File: config.mk
export PLATFORM = sky130hd
export DESIGN_NAME = systolic_feeder_flat
export DESIGN_NICKNAME = d
export VERILOG_FILES = /design/src/rtl/systolic_array_pkg.sv /design/src/rtl/systolic_feeder_if.sv /design/src/rtl/systolic_feeder_tile_buf.sv /design/src/rtl/systolic_feeder.sv /design/src/flat_wrapper.sv
export SDC_FILE = /design/constraint.sdc
export NUM_CORES = 1
export LEC_CHECK = 0
export CORE_ASPECT_RATIO = 0.8
export CORE_UTILIZATION = 40
export CTS_CLUSTER_DIAMETER = 30
export CTS_CLUSTER_SIZE = 8
export DETAILED_ROUTE_END_ITERATION = 10
export GPL_TIMING_DRIVEN = 1
export PLACE_DENSITY_LB_ADDON = 0.08
export SLEW_MARGIN = 20
export SYNTH_ARGS = -nofsm -noshare
export SYNTH_HDL_FRONTEND = slang
export SYNTH_HIERARCHICAL = 1
export SYNTH_SLANG_ARGS = --single-unit
File: constraint.sdc
create_clock -name clk -period 13.22 [get_ports clk]
set_clock_uncertainty 0.2 [all_clocks]
set_input_delay 2.644 -clock clk [delete_from_list [all_inputs] [get_ports clk]]
set_output_delay 2.644 -clock clk [all_outputs]
set_load 0.05 [all_outputs]
File: src/rtl/systolic_array_pkg.sv
// -----------------------------------------------------------------------------
// systolic_array_pkg
// Shared types for the systolic array datapath and its feeder.
//   word_t         : one activation/weight element
//   feeder_state_t : control states of systolic_feeder
// -----------------------------------------------------------------------------
package systolic_array_pkg;

   typedef logic [15:0] word_t;

   typedef enum logic [1:0] {
      IDLE   = 2'd0,
      STREAM = 2'd1,
      DONE   = 2'd2
   } feeder_state_t;

endpackage

File: src/rtl/systolic_feeder_if.sv
// -----------------------------------------------------------------------------
// systolic_feeder_if
// Bundles the tile-load bus, the go/busy/done control and the array-facing
// x_in/w_in/start/stall signals of systolic_feeder.
//   master : the environment (SRAM readers, controller, array stall source)
//   slave  : the feeder itself
// Signals:
//   ld_valid/ld_ready/ld_sel/ld_idx/ld_data : one tile row per accepted beat
//   go/busy/done                            : stream control and status
//   x_in/w_in/start                         : skewed vectors toward the array
//   stall                                   : back-pressure from the array
// -----------------------------------------------------------------------------
interface systolic_feeder_if #(
   parameter int N = 4
) ();
   import systolic_array_pkg::*;

   localparam int IDX_W = (N > 1) ? $clog2(N) : 1;

   logic               ld_valid;
   logic               ld_ready;
   logic               ld_sel;
   logic [IDX_W-1:0]   ld_idx;
   word_t [N-1:0]      ld_data;
   logic               go;
   logic               busy;
   logic               done;
   word_t [N-1:0]      x_in;
   word_t [N-1:0]      w_in;
   logic               start;
   logic               stall;

   modport master (
      output ld_valid, ld_sel, ld_idx, ld_data, go, stall,
      input  ld_ready, busy, done, x_in, w_in, start
   );

   modport slave (
      input  ld_valid, ld_sel, ld_idx, ld_data, go, stall,
      output ld_ready, busy, done, x_in, w_in, start
   );

endinterface

File: src/rtl/systolic_feeder_tile_buf.sv
// -----------------------------------------------------------------------------
// feeder_tile_buf
// N x N word_t tile store with one row write port and N diagonal read lanes
// addressed by the stream step t.
//   ROW_READ=1 : lane i returns mem[i][t-i]   (activation tile, row per lane)
//   ROW_READ=0 : lane j returns mem[t-j][j]   (weight tile, column per lane)
// A lane outside its diagonal window (t-lane < 0 or >= N) returns zero.
// Ports:
//   clk, n_rst     : clock, synchronous active-high reset (clears storage)
//   we/widx/wdata  : row write; element k of wdata lands in column k
//   t              : stream step
//   rd             : N read lanes
// -----------------------------------------------------------------------------
module feeder_tile_buf
   import systolic_array_pkg::*;
#(
   parameter int N        = 4,
   parameter bit ROW_READ = 1'b1,
   localparam int IDX_W   = (N > 1) ? $clog2(N) : 1,
   localparam int TW      = $clog2(2 * N)
) (
   input  logic              clk,
   input  logic              n_rst,
   input  logic              we,
   input  logic [IDX_W-1:0]  widx,
   input  word_t [N-1:0]     wdata,
   input  logic [TW-1:0]     t,
   output word_t [N-1:0]     rd
);

   word_t [N-1:0] mem [N];

   // Row storage; the caller guarantees widx < N whenever we is high.
   always_ff @(posedge clk) begin
      if (n_rst) begin
         for (int r = 0; r < N; r++) begin
            mem[r] <= '0;
         end
      end else if (we) begin
         mem[widx] <= wdata;
      end
   end

   // Each lane computes its diagonal offset t-lane in one extra signed bit
   // so that lanes not yet reached (negative offset) are distinguishable.
   for (genvar i = 0; i < N; i++) begin : g_lane
      logic signed [TW:0]  d;
      logic                in_range;
      logic [IDX_W-1:0]    col;

      assign d        = $signed({1'b0, t}) - $signed((TW+1)'(i));
      assign in_range = !d[TW] && (d < $signed((TW+1)'(N)));
      assign col      = d[IDX_W-1:0];

      if (ROW_READ) begin : g_row
         assign rd[i] = in_range ? mem[i][col] : '0;
      end else begin : g_col
         assign rd[i] = in_range ? mem[col][i] : '0;
      end
   end

endmodule

File: src/rtl/systolic_feeder.sv
// -----------------------------------------------------------------------------
// systolic_feeder
// Collects one N x N activation tile X and one N x N weight tile W, then on
// go streams them into the systolic array as diagonally skewed vectors over
// 2N-1 steps, honouring the array stall and pulsing done at the end.
// Ports:
//   clk   : clock
//   n_rst : synchronous reset, asserted HIGH despite the name
//   bus   : systolic_feeder_if slave modport (load bus, go/busy/done,
//           x_in/w_in/start toward the array, stall from the array)
// The N parameter must match the N of the connected interface.
// -----------------------------------------------------------------------------
module systolic_feeder
   import systolic_array_pkg::*;
#(
   parameter int N = 4
) (
   input  logic              clk,
   input  logic              n_rst,
   systolic_feeder_if.slave  bus
);

   localparam int            TW     = $clog2(2 * N);
   localparam logic [TW-1:0] T_LAST = TW'(2 * N - 2);

   feeder_state_t  state;
   logic [TW-1:0]  t;
   logic [N-1:0]   x_mask;
   logic [N-1:0]   w_mask;

   logic           idx_ok;
   logic           ld_fire;
   logic           x_we;
   logic           w_we;
   word_t [N-1:0]  x_rd;
   word_t [N-1:0]  w_rd;

   // Beats are only taken in IDLE; an out-of-range row index is swallowed
   // without touching storage or the masks.
   assign idx_ok  = (int'(bus.ld_idx) < N);
   assign ld_fire = bus.ld_valid && (state == IDLE);
   assign x_we    = ld_fire && !bus.ld_sel && idx_ok;
   assign w_we    = ld_fire &&  bus.ld_sel && idx_ok;

   feeder_tile_buf #(
      .N        (N),
      .ROW_READ (1'b1)
   ) u_x_buf (
      .clk   (clk),
      .n_rst (n_rst),
      .we    (x_we),
      .widx  (bus.ld_idx),
      .wdata (bus.ld_data),
      .t     (t),
      .rd    (x_rd)
   );

   feeder_tile_buf #(
      .N        (N),
      .ROW_READ (1'b0)
   ) u_w_buf (
      .clk   (clk),
      .n_rst (n_rst),
      .we    (w_we),
      .widx  (bus.ld_idx),
      .wdata (bus.ld_data),
      .t     (t),
      .rd    (w_rd)
   );

   // Control FSM. In IDLE, go is tested against the mask registers as they
   // were before this cycle's load beat, so a beat that completes a tile
   // cannot enable a go in the same cycle. Masks are dropped on the way to
   // DONE so every stream needs freshly loaded tiles.
   always_ff @(posedge clk) begin
      if (n_rst) begin
         state  <= IDLE;
         t      <= '0;
         x_mask <= '0;
         w_mask <= '0;
      end else begin
         case (state)
            IDLE: begin
               if (x_we) begin
                  x_mask[bus.ld_idx] <= 1'b1;
               end
               if (w_we) begin
                  w_mask[bus.ld_idx] <= 1'b1;
               end
               if (bus.go && (&x_mask) && (&w_mask)) begin
                  state <= STREAM;
                  t     <= '0;
               end
            end
            STREAM: begin
               if (!bus.stall) begin
                  if (t == T_LAST) begin
                     state  <= DONE;
                     t      <= '0;
                     x_mask <= '0;
                     w_mask <= '0;
                  end else begin
                     t <= t + 1'b1;
                  end
               end
            end
            DONE: begin
               state <= IDLE;
            end
            default: begin
               state <= IDLE;
            end
         endcase
      end
   end

   // Outputs decode only the state and step registers, so a stall simply
   // re-presents the same vector on the next cycle.
   assign bus.ld_ready = (state == IDLE);
   assign bus.busy     = (state != IDLE);
   assign bus.done     = (state == DONE);
   assign bus.start    = (state == STREAM) && (t == '0);
   assign bus.x_in     = (state == STREAM) ? x_rd : '0;
   assign bus.w_in     = (state == STREAM) ? w_rd : '0;

endmodule
File: src/flat_wrapper.sv
// flat-port wrapper written by rule: the top's interface ports become plain ports
module systolic_feeder_flat import systolic_array_pkg::*;
#(
   parameter int N = 4
)
  (clk, n_rst, bus_ld_valid, bus_ld_sel, bus_ld_idx, bus_ld_data, bus_go, bus_stall, bus_ld_ready, bus_busy, bus_done, bus_x_in, bus_w_in, bus_start);
  systolic_feeder_if #(.N(N)) bus_i ();
  input  logic clk;
  input  logic n_rst;
  input wire logic [$bits(bus_i.ld_valid)-1:0] bus_ld_valid;
  input wire logic [$bits(bus_i.ld_sel)-1:0] bus_ld_sel;
  input wire logic [$bits(bus_i.ld_idx)-1:0] bus_ld_idx;
  input wire logic [$bits(bus_i.ld_data)-1:0] bus_ld_data;
  input wire logic [$bits(bus_i.go)-1:0] bus_go;
  input wire logic [$bits(bus_i.stall)-1:0] bus_stall;
  output wire logic [$bits(bus_i.ld_ready)-1:0] bus_ld_ready;
  output wire logic [$bits(bus_i.busy)-1:0] bus_busy;
  output wire logic [$bits(bus_i.done)-1:0] bus_done;
  output wire logic [$bits(bus_i.x_in)-1:0] bus_x_in;
  output wire logic [$bits(bus_i.w_in)-1:0] bus_w_in;
  output wire logic [$bits(bus_i.start)-1:0] bus_start;
  assign bus_i.ld_valid = bus_ld_valid;
  assign bus_i.ld_sel = bus_ld_sel;
  assign bus_i.ld_idx = bus_ld_idx;
  assign bus_i.ld_data = bus_ld_data;
  assign bus_i.go = bus_go;
  assign bus_i.stall = bus_stall;
  assign bus_ld_ready = bus_i.ld_ready;
  assign bus_busy = bus_i.busy;
  assign bus_done = bus_i.done;
  assign bus_x_in = bus_i.x_in;
  assign bus_w_in = bus_i.w_in;
  assign bus_start = bus_i.start;
  systolic_feeder #(.N(N)) u_core (.clk(clk), .n_rst(n_rst), .bus(bus_i));
endmodule
# [Word-level counts from Yosys, hierarchy flattened]
# Memory sizes are Yosys's and may differ from the RTL's. A register that Yosys moved wholly into a read port is not among the register bits.
# Index checks and enable logic that the tools add are counted.
[op_classes] n_addsub=4 multipliers=0 div_mod_pow=0 order_cmp=10 n_eq_ne=8 shifts=0 n_mux=50 bitwise_logic=2 n_reduce_logical=26
[op_table] cell="2-to-1 mux 64 bit" count=4
[op_table] cell="2-to-1 mux 16 bit" count=12
[op_table] cell="binary-select mux 16 bit (select 2 bit)" count=4
[op_table] cell="OR reduction 64 bit" count=2
[op_table] cell="2-to-1 mux 4 bit" count=4
[op_table] cell="case mux 4 bit (2 select lines)" count=2
[op_table] cell="AND reduction 4 bit" count=4
[op_table] cell="< comparator 2 x 3 -> 1 bit, second input constant" count=5
[op_table] cell="2-to-1 mux 2 bit" count=7
[op_table] cell="< comparator 4 bit, second input constant" count=3
[op_table] cell="2-to-1 mux 1 bit" count=11
[op_table] cell="logical AND 1 bit" count=10
[op_table] cell="2-to-1 mux 3 bit" count=3
[op_table] cell="!= test 2 x 1 -> 1 bit, second input constant" count=4
[op_table] cell="bitwise OR 4 bit" count=2
[op_table] cell="subtractor 3 x 2 -> 4 bit, second input constant" count=2
[op_table] cell="case mux 3 bit (2 select lines)" count=1
[op_table] cell="AND reduction 3 bit" count=2
[op_table] cell="zero test 1 bit" count=4
[op_table] cell="case mux 2 bit (2 select lines)" count=1
[op_table] cell="nonzero test 2 bit" count=2
[op_table] cell="subtractor 3 x 1 -> 4 bit, second input constant" count=1
[op_table] cell="adder 3 x 1 -> 3 bit, second input constant" count=1
[op_table] cell="== test 3 bit, second input constant" count=1
[op_table] cell="other kinds (8)" count=8
[word_totals] reg_bits=13 latchBits=0 ramBits=512 rom_bits=0 inputBits=72 output_inout_bits=132 word_cells=106 mem_count=2
[memory_table] memory="u_core.u_w_buf.mem" depth=4 word_bits=64 rd=4 rd_clocked_by_memory_dff=1 wr=4 line_no="systolic_feeder_tile_buf.sv:31" source="word_t [N-1:0] mem [N];"
[memory_table] memory="u_core.u_x_buf.mem" depth=4 word_bits=64 rd=4 rd_clocked_by_memory_dff=0 wr=4 line_no="systolic_feeder_tile_buf.sv:31"

# [Longest topological paths before layout]
# Gate-level depths: netlist of run 1.
[logic_depth] word_depth=8 mapped_depth=9

# [Hierarchy]
# The synthesis of run 1 kept the hierarchy.
[by_module_without_submodules] module="feeder_tile_buf (u_core.u_x_buf)" n_inst=1 cells_each=710 area_each_um2=11603.6 seq_area_each_um2=7687.4
[by_module_without_submodules] module="feeder_tile_buf (u_core.u_w_buf)" n_inst=1 cells_each=710 area_each_um2=11602.4 seq_area_each_um2=7687.4
[by_module_without_submodules] module="systolic_feeder" n_inst=1 cells_each=202 area_each_um2=1447.6 seq_area_each_um2=260.2

# [Worst setup path before layout of run 1]
# OpenSTA, ideal clock, no wires.
[synth_timing] kind="input port to flip-flop" startpoint="in bus_ld_sel" endpoint="mem u_core/u_x_buf/mem[2][0] in the netlist's numbering (enable)" arrival_time_ns=6.166 path_slack_ns=6.354 cell_stages=3 n_path_buf=0 cell_sequence="nor4b_2 -> nand2_1 -> o21bai_1"
[synth_lines] item="start, declared" line_no="flat_wrapper.sv:11" source="input wire logic [$bits(bus_i.ld_sel)-1:0] bus_ld_sel;"
[synth_lines] item="end, declared" line_no="systolic_feeder_tile_buf.sv:31"

==> results of run 1 <==
[worst reg2reg max path: stages (launching register included)]
cell and delay (ns):
dfxtp_1 0.42, nor2_1 0.22, and3_1 0.40, and4bb_4 0.27
buf_4 0.61, or2_4 0.54, buf_4 0.70
[through the flow]
step           instances  total power, W  util [%]  hold WS (ns)  worst slack (ns)
6_report            2789        0.004941     51.34        0.2623             5.011
5_1_grt             2784        0.005085     51.32        0.2790             4.798
4_1_cts             2784        0.004982     51.32        0.2657             4.975
3_5_place_dp        2571        0.002160     45.05        0.2542             5.685
3_3_place_gp        2569        0.002155     44.96        0.2422             5.715
2_1_floorplan       1622        0.002043         -        0.2342             6.354
[cells by family (layout without fill, tap and decap cells)]
family                     count (synthesis)  in the layout  share of synthesized area, %
DFF                                      525            525                         63.42
other                                      0              5                             0
and+or+nand+nor                          780            780                         19.93
buffers and inverters                    121            453                         2.614
adders and majority gates                 10             10                        0.5075
muxes                                    128            128                         11.69
AOI/OAI and AO/OA                         56             56                         1.766
xor gates and xnor gates                   2              2                       0.07106
[cell type report]
| cell class | instances | area (sq um) |
|---|---|---|
| antenna | 5 | 12.51 |
| clock buffer | 132 | 2899 |
| clock inverter | 81 | 929.6 |
| fill | 5140 | 29690 |
| inverter | 8 | 30.03 |
| multi-input combinational | 976 | 8491 |
| sequential | 525 | 15640 |
| tap | 830 | 1039 |
| timing repair buffer | 232 | 2282 |
[cells in the final DEF (no fill, tap or decap), types with 3 or more instances in the layout]
master             n
bufinv_16         19
nor2b_1            5
a21boi_0          32
clkinv_1          19
a22o_1             4
clkbuf_16        113
dfxtp_1           11
and3_1            33
a21oi_1            3
mux4_2           128
clkinvlp_4         8
nand2_1            3
ha_1              10
nor2_1             3
nor4b_2            3
and2_1           704
o21ai_1            3
diode_2            5
clkinv_2          25
edfxtp_1         512
clkinv_4           3
clkbuf_1          19
clkdlybuf4s50_1  203
inv_6              5
a32o_1             4
inv_1              8
buf_4             27
nand2b_1           4
[Yosys cell counts (all sizes together), types with 4 or more instances]
master / n / share of area (%)
a21boi: 32 / 0.97
a22o: 4 / 0.14
a32o: 4 / 0.16
and2: 704 / 18
and3: 33 / 0.84
buf: 29 / 1.2
clkbuf: 84 / 1.3
dfxtp: 13 / 1.1
edfxtp: 512 / 62
ha: 10 / 0.51
inv: 8 / 0.12
mux4: 128 / 12
nand2b: 4 / 0.10
nor2b: 7 / 0.18
nor4b: 4 / 0.17
o21ai: 4 / 0.081
or2: 4 / 0.10
[per-layer routing]
metal / track usage [%] / part of all wire, % / up-vias
met5: 0 / 0 / -
li1: - / - / 6419
met4: 5.288 / 1.6 / 0
met2: 35.25 / 46 / 494
met3: 6.112 / 7.7 / 84
met1: 33.40 / 45 / 7469
[state kept, by name, summed over array words and instances, names as in the netlist]
signal / count
u_core/x_mask: 4
u_core/u_w_buf/mem: 256
u_core/u_x_buf/mem: 256
u_core/w_mask: 4
u_core/state: 2
u_core/t: 3
[path summary, 6_finish.rpt]
| path | start | to | slack (ns) | depth (start not counted) |
|---|---|---|---|---|
| max | u_core/t[1]$_SDFFE_PP0P_ | bus_x_in[49] | 5.01 | 8 |
| min | u_core/x_mask[1]$_SDFFE_PP0P_ | u_core/x_mask[1]$_SDFFE_PP0P_ | 0.26 | 1 |
| max reg2reg | u_core/state[1]$_SDFFE_PP0P_ | u_core/u_w_buf/mem[1][41]$_SDFFCE_PN0P_ | 9.38 | 6 |
| min reg2reg | u_core/x_mask[1]$_SDFFE_PP0P_ | u_core/x_mask[1]$_SDFFE_PP0P_ | 0.26 | 1 |
[power groups by stage]
stage	Sequential (W)	Combinational (W)	Clock, W
finish	0.00194	0.000188	0.00281
global route	0.00195	0.000199	0.00294
CTS	0.00194	0.000191	0.00285
detailed placement	0.00197	0.000190	0
global placement	0.00197	0.000187	0
floorplan	0.00196	0.0000813	0
==> flow_summary.ini, run 1 <==
[outcome]
status = finished clean

[cells_and_area]
synthToLayoutAreaGrowth_pct = 27.06
fin_area_sq_mm = 0.03133
final_nets = 1938
drive_gt1_share_pct = 18.22

[drt]
wirelength_mm = 72.18
drt_iter0_drc = 1221
drt-pass1-iter-count = 5
wire_per_inst_um = 25.88
drtAntennaViolNets = 0
via_per_inst = 5.187
vias = 14470
drc_errors = 0

[worst_setup_path]
crit_buf_inv = 4
crit_arrival_ns = 5.37
path_class = reg2out
critPathMaxStageDelay_ns = 0.80
worstPathCellList = buf_4, inv_1, ha_1, buf_4, mux4_2, a21boi_0, and2_1, clkdlybuf4s50_1
crit_slowest_cell = clkdlybuf4s50_1
crit_family = buffers and inverters
worst_path_most_repeated_cell = buf_4
crit_required_ns = 10.38
startpoint_type = flop
crit_fanout = 39
end_kind = primary output

[timing]
rsz0062_at_grt = no
finalSetupViolCount = 0
setup_tns_ns = 0
fin_crit_sh_pct = 62.10
tightestPinTransition_ns = 1.109
fin_crit_ns = 8.209
finalHoldViolations = 0
finalMaxSlewViolations = 0
slew_headroom_pct = 26.04
fmax_ghz = 0.1218

[clock_network]
cts_buffers = 113
hold_buffers = 0
clkTransAtPathRegs_ns = 0.05
cts.sinks = 525
cts_tree = done
root_buffer = clkbuf_16
cts_buffer_depth = 3
cts_resized = 0
post_cts_buffers = 0
htreeDepth = 3
clkLatencyLatePin_ns = 0.64

[placement]
port_buffers = 203
place_area_sq_mm = 0.02748
post-dp-hpwl_mm = 43.70
gp_congestion = 0.7647

[grt]
grt_pass1_vias = 14610
grt_first_pass_wirelength_mm = 103.4
grt.overflow.total = 0
grt_start_max_net_pins = 73
grt_usage_pct = 23.23
antenna_found_initial = 16

[floorplanning]
die_w_um = 279.6
dieArea_sq_mm = 0.06264
coreArea_sq_mm = 0.06101
initial_utilization_pct = 40.41
io_pins = 204
dieHeight_um = 224.1
fp-row-count = 81

[synth]
ys.flop_type = edfxtp_1
syn_inst = 1622
syn_area_per_cell_sq_um = 15.20
synth_edf_count = 512
yosysSeqAreaShare_pct = 63.42
yosys_register_bits = 525
yosysUniqueCellTypes = 47
synth_area_sq_mm = 0.02465
ys_async_sr_fraction_pct = 0
synth-warning-count = 6
mappedNetlistNets = 1704

[power]
power.switching_w = 0.001033
irDropWorstVdd_uv = 104.8
seqPwrFrac_pct = 39.3
power_density_mw_per_mm2 = 157.7
sw_frac_of_total_pct = 20.91
comb_power_share_pct = 3.8
cellLeakagePower_nw = 11.35
pwr-share-clk_pct = 56.9
intPower_w = 0.003907

[worst_hold_path]
hp-class = reg2reg

[flow_run]
cap_violations = 0
Power figures use the tool's default switching activity.
==> inputs of run 2 (changes only) <==
Clock period 13.22 ns to 6.9 ns, I/O delays scaled along.
==> run 2 against run 1 <==
Against the previous run:
- clock power up 88%
- cell area about the same
- via count down 0.19%
- critical endpoint is now bus_x_in[51]
- first-iteration DRC count up 6.9%
- flip-flop and latch count unchanged
- routed wire length about the same
- cell count about the same
- clock-buffer cell count down 2
- total power up 90%
- largest power group unchanged
==> flow_summary.ini, run 2 (synthesis gave the netlist of run 1 again) <==
[outcome]
status = finished clean

[timing]
setup_tns_ns = 0
fin_crit_sh_pct = 87.37
fmax_ghz = 0.1659
tightestPinTransition_ns = 0.9954
finalMaxSlewViolations = 0
finalHoldViolations = 0
rsz0062_at_grt = no
slew_headroom_pct = 33.64
finalSetupViolCount = 0
fin_crit_ns = 6.029

[floorplanning]
io_pins = 204
die_w_um = 279.6
dieHeight_um = 224.1
initial_utilization_pct = 40.41
coreArea_sq_mm = 0.06101
fp-row-count = 81
dieArea_sq_mm = 0.06264

[placement]
gp_congestion = 0.7747
port_buffers = 203
post-dp-hpwl_mm = 44.26

[drt]
wirelength_mm = 72.14
drtAntennaViolNets = 0
drt-pass1-iter-count = 5
vias = 14440
drt_iter0_drc = 1305
drc_errors = 0
wire_per_inst_um = 25.86
via_per_inst = 5.175

[worst_setup_path]
crit_fanout = 43
end_kind = primary output
path_class = reg2out
startpoint_type = flop
crit_required_ns = 5.32
crit_arrival_ns = 4.45
reg2reg_depth = 6

[cells_and_area]
layout_commonest_cell = and2_1
drive_gt1_share_pct = 18.19
final_cell_mix = and2_1 (704), edfxtp_1 (512), clkdlybuf4s50_1 (203)
synthToLayoutAreaGrowth_pct = 27.17
multi_input_area_sq_mm = 0.008479
reg_top3 = u_core/u_w_buf/mem x256, u_core/u_x_buf/mem x256
fillers = 5185
final_nets = 1947
seq_area_sq_mm = 0.01564

[grt]
grt.overflow.total = 0
grt_start_max_net_pins = 91
grt_first_pass_wirelength_mm = 104.8
met2_usage_pct = 35.66
grt_pass1_vias = 15050
grtUsageMet3_pct = 5.246
antenna_found_initial = 23
grt_use_met1_pct = 34.10
busiest_layer = met2
grt_usage_pct = 23.45

[clock_network]
root_buffer = clkbuf_16
hold_buffers = 0
clkTransAtPathRegs_ns = 0.05
clkLatencyLatePin_ns = 0.64
cts_resized = 0
post_cts_buffers = 0
cts_buffers = 113
htreeDepth = 3
cts_tree = done
cts_buffer_depth = 3
cts.sinks = 525

[worst_hold_path]
hold_path_depth = 1
hp-class = reg2reg

[power]
cellLeakagePower_nw = 11.37
total_power_w = 0.009368
irDropWorstVdd_uv = 219.2
power_density_mw_per_mm2 = 298.8

[flow_run]
cap_violations = 0
run 2: cell types whose count changed in the layout (fill, tap and decap cells not counted), moves of 3 or more:
cell       delta
clkinv_2      -6
inv_6         -4
buf_4         +6
clkinv_1      +5
clkbuf_1      -3
bufinv_16     -3
run 2: area by class of cell:
cell class | count | share of cell area [%]
flip-flops and latches | 525 | 49.89
multi-input cells | 976 | 27.05
clock buffers | 130 | 9.290
repair buffers | 241 | 7.638
well taps | 830 | 3.312
clock inverters | 77 | 2.702
inverters | 8 | 0.09578
diodes | 3 | 0.02394
run 2: power breakdown:
| group | switching (W) | leakage, nW | total (W) | internal, W |
|---|---|---|---|---|
| clock network | 0.00171 | 1.82 | 0.00529 | 0.00358 |
| registers | 0.0000427 | 5.34 | 0.00372 | 0.00368 |
| logic | 0.000230 | 4.21 | 0.000363 | 0.000133 |
| total | 0.00198 | 11.4 | 0.00937 | 0.00739 |
run 2: worst paths after layout:
check	from	end	slack, ns
setup reg to reg	u_core/state[1]$_SDFFE_PP0P_	u_core/u_x_buf/mem[0][36]$_SDFFCE_PN0P_	3.48
setup / recovery	u_core/t[1]$_SDFFE_PP0P_	bus_x_in[51]	0.87
hold / removal	u_core/w_mask[3]$_SDFFE_PP0P_	u_core/w_mask[3]$_SDFFE_PP0P_	0.27
hold reg to reg	u_core/w_mask[3]$_SDFFE_PP0P_	u_core/w_mask[3]$_SDFFE_PP0P_	0.27
run 2: critical path: stages (launching register included):
cell             delay [ns]
dfxtp_4                0.78
inv_1                  0.19
ha_1                   0.90
mux4_2                 0.34
a21boi_0               0.55
and2_1                 0.23
clkdlybuf4s50_1        0.81
run 2: routing by layer:
metal	part of all wire (%)	up-vias
met5	0	-
met4	1.7	0
met3	6.9	73
met2	46	478
met1	46	7462
li1	-	6425
run 2: metrics by stage:
stage	area [sq um]	instances	util (%)	hold slack (ns)	setup slack, ns
2_1_floorplan	24650	1622	-	0.2342	1.298
3_3_place_gp	27510	2577	45.09	0.2463	1.603
3_5_place_dp	27540	2578	45.14	0.2508	1.567
4_1_cts	31300	2785	51.30	0.2616	0.8443
5_1_grt	31350	2787	51.38	0.2774	0.6619
6_report	31350	2790	51.39	0.2675	0.8714
